File: config.mk
export PLATFORM = sky130hd
export DESIGN_NAME = dma_rd_cmd_scheduler_flat
export DESIGN_NICKNAME = d
export VERILOG_FILES = /design/src/rtl/dma_rd_cmd_scheduler_if.sv /design/src/rtl/dma_rd_cmd_scheduler.sv /design/src/flat_wrapper.sv
export SDC_FILE = /design/constraint.sdc
export NUM_CORES = 1
export LEC_CHECK = 0
export CAP_MARGIN = 20
export CORE_MARGIN = 1
export CORE_UTILIZATION = 46
export CTS_CLUSTER_SIZE = 8
export DETAILED_ROUTE_END_ITERATION = 16
export PLACE_DENSITY = 0.69
export SLEW_MARGIN = 20
export SYNTH_ARGS = -nofsm -noshare
export SYNTH_HDL_FRONTEND = slang
export SYNTH_SLANG_ARGS = --single-unit
File: constraint.sdc
create_clock -name clk -period 8.6 [get_ports clk]
set_input_delay 2.15 -clock clk [delete_from_list [all_inputs] [get_ports clk]]
set_output_delay 2.15 -clock clk [all_outputs]
set_load 0.05 [all_outputs]
File: src/rtl/dma_rd_cmd_scheduler_if.sv
// Handshake and command bus between descriptor front-end, read-command scheduler and DMA read block.
// The master modport is the scheduler; the slave modport is the surrounding environment.
interface dma_rd_cmd_scheduler_if #(
    parameter int ID_W = 8
);
    logic            desc_valid_i;
    logic            desc_ready_o;
    logic [31:0]     desc_src_addr_i;
    logic [31:0]     desc_len_i;
    logic [ID_W-1:0] desc_id_i;
    logic            dma_rd_fifo_command_req_o;
    logic [31:0]     dma_rd_addr_o;
    logic [15:0]     dma_rd_bytes_to_transfer_o;
    logic            dma_rd_fifo_full_i;
    logic            dma_rd_data_valid_i;
    logic            desc_done_o;
    logic [ID_W-1:0] desc_done_id_o;
    logic            busy_o;
    logic            err_o;

    modport master (
        input  desc_valid_i, desc_src_addr_i, desc_len_i, desc_id_i,
        input  dma_rd_fifo_full_i, dma_rd_data_valid_i,
        output desc_ready_o, dma_rd_fifo_command_req_o, dma_rd_addr_o,
        output dma_rd_bytes_to_transfer_o, desc_done_o, desc_done_id_o, busy_o, err_o
    );

    modport slave (
        output desc_valid_i, desc_src_addr_i, desc_len_i, desc_id_i,
        output dma_rd_fifo_full_i, dma_rd_data_valid_i,
        input  desc_ready_o, dma_rd_fifo_command_req_o, dma_rd_addr_o,
        input  dma_rd_bytes_to_transfer_o, desc_done_o, desc_done_id_o, busy_o, err_o
    );
endinterface

File: src/rtl/dma_rd_cmd_scheduler.sv
// Splits one read descriptor into boundary-safe burst commands and tracks returned 256-bit beats
// until the whole descriptor has come back.
module dma_rd_cmd_scheduler #(
    parameter int MAX_CHUNK = 2048,
    parameter int ID_W      = 8
) (
    input  logic                  clk,
    input  logic                  reset_n,
    dma_rd_cmd_scheduler_if.master bus
);
    localparam logic [31:0] CHUNK_SIZE = 32'(MAX_CHUNK);
    localparam logic [31:0] CHUNK_MASK = 32'(MAX_CHUNK - 1);

    typedef enum logic [2:0] {
        S_IDLE,
        S_CALC,
        S_ISSUE,
        S_WAIT_DATA,
        S_DONE
    } state_t;

    state_t          r_state;
    state_t          w_state_next;

    logic [31:0]     r_addr;
    logic [31:0]     r_rem;
    logic [ID_W-1:0] r_id;
    logic [31:0]     r_out_addr;
    logic [15:0]     r_out_bytes;
    logic [27:0]     r_outstanding;
    logic            r_err;

    logic [31:0]     w_to_bound;
    logic [15:0]     w_chunk;
    logic [27:0]     w_beats;
    logic            w_issue_fire;
    logic            w_underflow;
    logic [27:0]     w_outstanding_next;

    // Distance to the next MAX_CHUNK boundary is always 1..MAX_CHUNK, so it fits 16 bits.
    assign w_to_bound = CHUNK_SIZE - (r_addr & CHUNK_MASK);
    assign w_chunk    = (r_rem < w_to_bound) ? r_rem[15:0] : w_to_bound[15:0];

    assign w_beats      = {17'd0, r_out_bytes[15:5]} + {27'd0, |r_out_bytes[4:0]};
    assign w_issue_fire = (r_state == S_ISSUE) && !bus.dma_rd_fifo_full_i;

    // A beat with nothing outstanding (and nothing being issued) is an error; the counter holds at 0.
    assign w_underflow = bus.dma_rd_data_valid_i && (r_outstanding == 28'd0) && !w_issue_fire;
    assign w_outstanding_next = w_underflow ? 28'd0 :
        r_outstanding + (w_issue_fire ? w_beats : 28'd0) - {27'd0, bus.dma_rd_data_valid_i};

    always_ff @(posedge clk or negedge reset_n) begin
        if (!reset_n) begin
            r_state <= S_IDLE;
        end else begin
            r_state <= w_state_next;
        end
    end

    always_comb begin
        w_state_next                  = r_state;
        bus.desc_ready_o              = 1'b0;
        bus.dma_rd_fifo_command_req_o = 1'b0;
        bus.desc_done_o               = 1'b0;
        bus.desc_done_id_o            = '0;
        bus.busy_o                    = (r_state != S_IDLE);
        case (r_state)
            S_IDLE: begin
                bus.desc_ready_o = 1'b1;
                if (bus.desc_valid_i) begin
                    w_state_next = (bus.desc_len_i == 32'd0) ? S_DONE : S_CALC;
                end
            end
            S_CALC: begin
                w_state_next = S_ISSUE;
            end
            S_ISSUE: begin
                bus.dma_rd_fifo_command_req_o = !bus.dma_rd_fifo_full_i;
                if (!bus.dma_rd_fifo_full_i) begin
                    w_state_next = (r_rem == {16'd0, r_out_bytes}) ? S_WAIT_DATA : S_CALC;
                end
            end
            S_WAIT_DATA: begin
                if (w_outstanding_next == 28'd0) begin
                    w_state_next = S_DONE;
                end
            end
            S_DONE: begin
                bus.desc_done_o    = 1'b1;
                bus.desc_done_id_o = r_id;
                w_state_next       = S_IDLE;
            end
            default: begin
                w_state_next = S_IDLE;
            end
        endcase
    end

    always_ff @(posedge clk or negedge reset_n) begin
        if (!reset_n) begin
            r_addr        <= '0;
            r_rem         <= '0;
            r_id          <= '0;
            r_out_addr    <= '0;
            r_out_bytes   <= '0;
            r_outstanding <= '0;
            r_err         <= 1'b0;
        end else begin
            r_outstanding <= w_outstanding_next;
            if (w_underflow) begin
                r_err <= 1'b1;
            end
            if (r_state == S_IDLE && bus.desc_valid_i) begin
                r_addr <= bus.desc_src_addr_i;
                r_rem  <= bus.desc_len_i;
                r_id   <= bus.desc_id_i;
            end
            if (r_state == S_CALC) begin
                r_out_addr  <= r_addr;
                r_out_bytes <= w_chunk;
            end
            if (w_issue_fire) begin
                r_addr <= r_addr + {16'd0, r_out_bytes};
                r_rem  <= r_rem - {16'd0, r_out_bytes};
            end
        end
    end

    assign bus.dma_rd_addr_o              = r_out_addr;
    assign bus.dma_rd_bytes_to_transfer_o = r_out_bytes;
    assign bus.err_o                      = r_err;

endmodule

File: src/flat_wrapper.sv
// flat-port wrapper written by rule: the top's interface ports become plain ports
module dma_rd_cmd_scheduler_flat 
#(
    parameter int MAX_CHUNK = 2048,
    parameter int ID_W      = 8
)
  (clk, reset_n, bus_desc_valid_i, bus_desc_src_addr_i, bus_desc_len_i, bus_desc_id_i, bus_dma_rd_fifo_full_i, bus_dma_rd_data_valid_i, bus_desc_ready_o, bus_dma_rd_fifo_command_req_o, bus_dma_rd_addr_o, bus_dma_rd_bytes_to_transfer_o, bus_desc_done_o, bus_desc_done_id_o, bus_busy_o, bus_err_o);
  dma_rd_cmd_scheduler_if #(.ID_W(ID_W)) bus_i ();
  input  logic clk;
  input  logic reset_n;
  input wire logic [$bits(bus_i.desc_valid_i)-1:0] bus_desc_valid_i;
  input wire logic [$bits(bus_i.desc_src_addr_i)-1:0] bus_desc_src_addr_i;
  input wire logic [$bits(bus_i.desc_len_i)-1:0] bus_desc_len_i;
  input wire logic [$bits(bus_i.desc_id_i)-1:0] bus_desc_id_i;
  input wire logic [$bits(bus_i.dma_rd_fifo_full_i)-1:0] bus_dma_rd_fifo_full_i;
  input wire logic [$bits(bus_i.dma_rd_data_valid_i)-1:0] bus_dma_rd_data_valid_i;
  output wire logic [$bits(bus_i.desc_ready_o)-1:0] bus_desc_ready_o;
  output wire logic [$bits(bus_i.dma_rd_fifo_command_req_o)-1:0] bus_dma_rd_fifo_command_req_o;
  output wire logic [$bits(bus_i.dma_rd_addr_o)-1:0] bus_dma_rd_addr_o;
  output wire logic [$bits(bus_i.dma_rd_bytes_to_transfer_o)-1:0] bus_dma_rd_bytes_to_transfer_o;
  output wire logic [$bits(bus_i.desc_done_o)-1:0] bus_desc_done_o;
  output wire logic [$bits(bus_i.desc_done_id_o)-1:0] bus_desc_done_id_o;
  output wire logic [$bits(bus_i.busy_o)-1:0] bus_busy_o;
  output wire logic [$bits(bus_i.err_o)-1:0] bus_err_o;
  assign bus_i.desc_valid_i = bus_desc_valid_i;
  assign bus_i.desc_src_addr_i = bus_desc_src_addr_i;
  assign bus_i.desc_len_i = bus_desc_len_i;
  assign bus_i.desc_id_i = bus_desc_id_i;
  assign bus_i.dma_rd_fifo_full_i = bus_dma_rd_fifo_full_i;
  assign bus_i.dma_rd_data_valid_i = bus_dma_rd_data_valid_i;
  assign bus_desc_ready_o = bus_i.desc_ready_o;
  assign bus_dma_rd_fifo_command_req_o = bus_i.dma_rd_fifo_command_req_o;
  assign bus_dma_rd_addr_o = bus_i.dma_rd_addr_o;
  assign bus_dma_rd_bytes_to_transfer_o = bus_i.dma_rd_bytes_to_transfer_o;
  assign bus_desc_done_o = bus_i.desc_done_o;
  assign bus_desc_done_id_o = bus_i.desc_done_id_o;
  assign bus_busy_o = bus_i.busy_o;
  assign bus_err_o = bus_i.err_o;
  dma_rd_cmd_scheduler #(.MAX_CHUNK(MAX_CHUNK), .ID_W(ID_W)) u_core (.clk(clk), .reset_n(reset_n), .bus(bus_i));
endmodule
==> results.cfg <==
[yosys]
avgSynthCellArea_sq_um = 8.73
synth_flop_cell = dfrtp_1
netlist_area_sq_um = 10600
synth.ff_latch_count = 152
yosysSeqAreaShare_pct = 35.8
syn_nets = 1389
synth-edff-count = 0
netlist-cell-type-count = 70
netlist_instances = 1216
ys_warn_count = 0
synthArstFlopShare_pct = 100

[status]
outcome = finished clean

[global_routing]
grtUsageTotal_pct = 25.1
antenna_found_initial = 0
grt_first_pass_wirelength_mm = 47.3
grt_max_degree = 80
grt_overflow = 0
grt_pass1_vias = 9349

[sta]
tightestPinTransition_ns = 1.04
setup_tns_ns = 0
slew_viol_final = 0
finalHoldViolCount = 0
fmax_mhz = 154
fin_skew_ns = 0.0130
setup_violations = 0
finalCritPeriodShare_pct = 75.3
fin_crit_ns = 6.48
rsz0062_at_grt = false
maxSlewHeadroom_pct = 29.8

[placed_design]
place.gp.congestion = 0.926
dp_hpwl_mm = 20.9
io_buffers = 137
place_area_sq_um = 12300

[cts]
clockRootBuffer = clkbuf_16
post-cts-setup-buffer-count = 0
clockBufferDepth = 2
insertion_delay_ns = 0.44
cts_sinks = 152
cts_made_buffers = 17
htree_levels = 4
hold_buffers = 0
cts_tree = yes
clk_pin_slew_worst_paths_ns = 0.07
cts.repair.resized = 0

[layout]
fill_cells = 2032
area_delta_synth_final_pct = 21.2
drive_above_1_share_pct = 7.93
stdcell_area_sq_um = 12900
fin_nets = 1509
diodes = 0

[setup_path]
cp.arrival_ns = 4.33
worstPathMaxFanout = 18
start_kind = input port
crit_type = input port to output pin
critPathTopFamily = buffers and inverters
critPathBufInv = 3
cp-end-kind = output pin
worst_path_max_delay_cell = clkdlybuf4s50_1
required_ns = 6.45
cpPeakStageDelay_ns = 0.93
crit_chain = clkdlybuf4s50_1 > or2_2 > inv_1 > clkdlybuf4s50_1
path_common_cell = clkdlybuf4s50_1

[floorplanning]
io_pins = 138
die_width_microns = 154
dieHeight_microns = 154
initial_core_util_pct = 46.9
core_sq_um = 22600
fp-row-count = 55
die_area_sq_um = 23700

[drt]
viasPerCell = 5.74
routed_wl_mm = 28.7
drt_iter0_drc = 663
drc = 0
wire_per_inst_microns = 17.5
firstDrtPassIters = 6
drtAntennaViolNets = 0
via_count = 9381

[power_and_ir_drop]
power_frac_seq_pct = 22.8
clkPwrFrac_pct = 14.2
switching_share_pct = 48.0
p_int_uw = 2890
switchingPower_uw = 2670
peakVddDrop_uv = 233
p_comb_share_pct = 63.0
p_leak_uw = 0.00595
powerDensity_nw_per_um2 = 432

[worst_hold_path]
hp-class = flop to flop

[job]
cap_violations = 0
==> routing by layer <==
| layer | vias to the layer above | track usage (%) | routed length (microns) |
|---|---|---|---|
| met5 | - | 0 | 0 |
| li1 | 4562 | - | - |
| met1 | 4479 | 33.5 | 13100 |
| met2 | 293 | 41.0 | 13300 |
| met3 | 47 | 4.14 | 1460 |
| met4 | 0 | 9.24 | 735 |
==> registers in the layout (all words and copies together), names as in the netlist <==
signal and cells:
u_core.bus.err_o 1, u_core.r_state 3, u_core.r_id 8, u_core.r_addr 32, u_core.r_rem 32, u_core.bus.dma_rd_bytes_to_transfer_o 16, u_core.bus.dma_rd_addr_o 32, u_core.r_outstanding 28
==> synthesized netlist by cell type, types with 14 or more instances <==
cell      instances  area share [%]
mux2_2           41             4.3
nor4_1           15            0.88
xnor2_1          47             3.9
nor2b_1          18             1.1
a31oi_1          16            0.94
dfrtp_1         152              36
o22ai_1          20             1.2
clkbuf_1         37             1.3
a211oi_1         15             1.1
a21o_1           26             1.8
inv_1           106             3.7
nor2_1          118             4.2
ha_1             93              11
nand4_1          16            0.94
a22oi_1          16             1.1
nor3_1           32             1.5
a21oi_1          71             3.3
nand3_1          31             1.5
xor2_1           25             2.1
and3_1           14            0.82
o21ai_0          57             2.7
nand2_1         108             3.8
==> final timing paths <==
path / from / endpoint / slack (ns) / depth (start not counted)
worst max-delay path: bus_dma_rd_fifo_full_i / bus_dma_rd_fifo_command_req_o / 2.12 / 4
worst min-delay path: u_core.bus.err_o / u_core.bus.err_o / 0.46 / 1
worst max register to register: u_core.bus.dma_rd_bytes_to_transfer_o[1] / u_core.r_state[1] / 3.53 / 21
worst min register to register: u_core.bus.err_o / u_core.bus.err_o / 0.46 / 1
max in group asynchronous: reset_n / u_core.r_outstanding[4] / 5.64 / 2
min in group asynchronous: reset_n / u_core.r_outstanding[15] / 1.73 / 1
==> power by group through the flow <==
stage | combinational, uW | sequential (uW) | clock, uW
6_report | 3500 | 1270 | 790
3_3_place_gp | 3400 | 1270 | 0
2_1_floorplan | 2480 | 1390 | 0
4_1_cts | 3480 | 1260 | 805
3_5_place_dp | 3450 | 1270 | 0
5_1_grt | 3920 | 1310 | 835
==> final cells by class <==
type | instances | area (sq um) | area share [%]
clock buffers | 17 | 425 | 3.31
clock inverters | 15 | 180 | 1.40
inverters | 106 | 398 | 3.09
multi-input cells | 912 | 6250 | 48.6
flip-flops and latches | 152 | 3800 | 29.6
well taps | 285 | 357 | 2.77
repair buffers | 147 | 1450 | 11.3
==> kinds of logic after synthesis <==
group | after synthesis | synth area share (%)
AO/OA/AOI/OAI | 303 | 18.9
XOR/XNOR | 72 | 5.94
adder cells (fa/ha/maj) | 96 | 11.5
buffers and inverters | 152 | 5.49
flip-flops | 152 | 35.8
multiplexers | 46 | 4.82
AND/OR/NAND/NOR | 395 | 17.5
==> cell usage in the layout (no fill, tap or decap), types with 31 or more instances in the layout <==
| cell type | count |
|---|---|
| xnor2_1 | 47 |
| inv_1 | 106 |
| a21oi_1 | 71 |
| mux2_2 | 41 |
| nor2_1 | 116 |
| dfrtp_1 | 152 |
| nor3_1 | 31 |
| ha_1 | 93 |
| clkdlybuf4s50_1 | 136 |
| nand3_1 | 31 |
| nand2_1 | 107 |
| o21ai_0 | 57 |
==> stage by stage <==
stage / utilization, % / instances / hold WS, ns / setup slack, ns / total power (uW)
CTS: 56.8 / 1634 / 0.471 / 2.09 / 5550
global placement: 54.1 / 1602 / 0.453 / 1.76 / 4670
global route: 56.8 / 1634 / 0.484 / 1.67 / 6060
floorplan: - / 1216 / 0.437 / 1.56 / 3880
finish: 56.8 / 1634 / 0.465 / 2.12 / 5550
detailed placement: 54.1 / 1602 / 0.454 / 1.66 / 4720
Power figures use the tool's default switching activity.
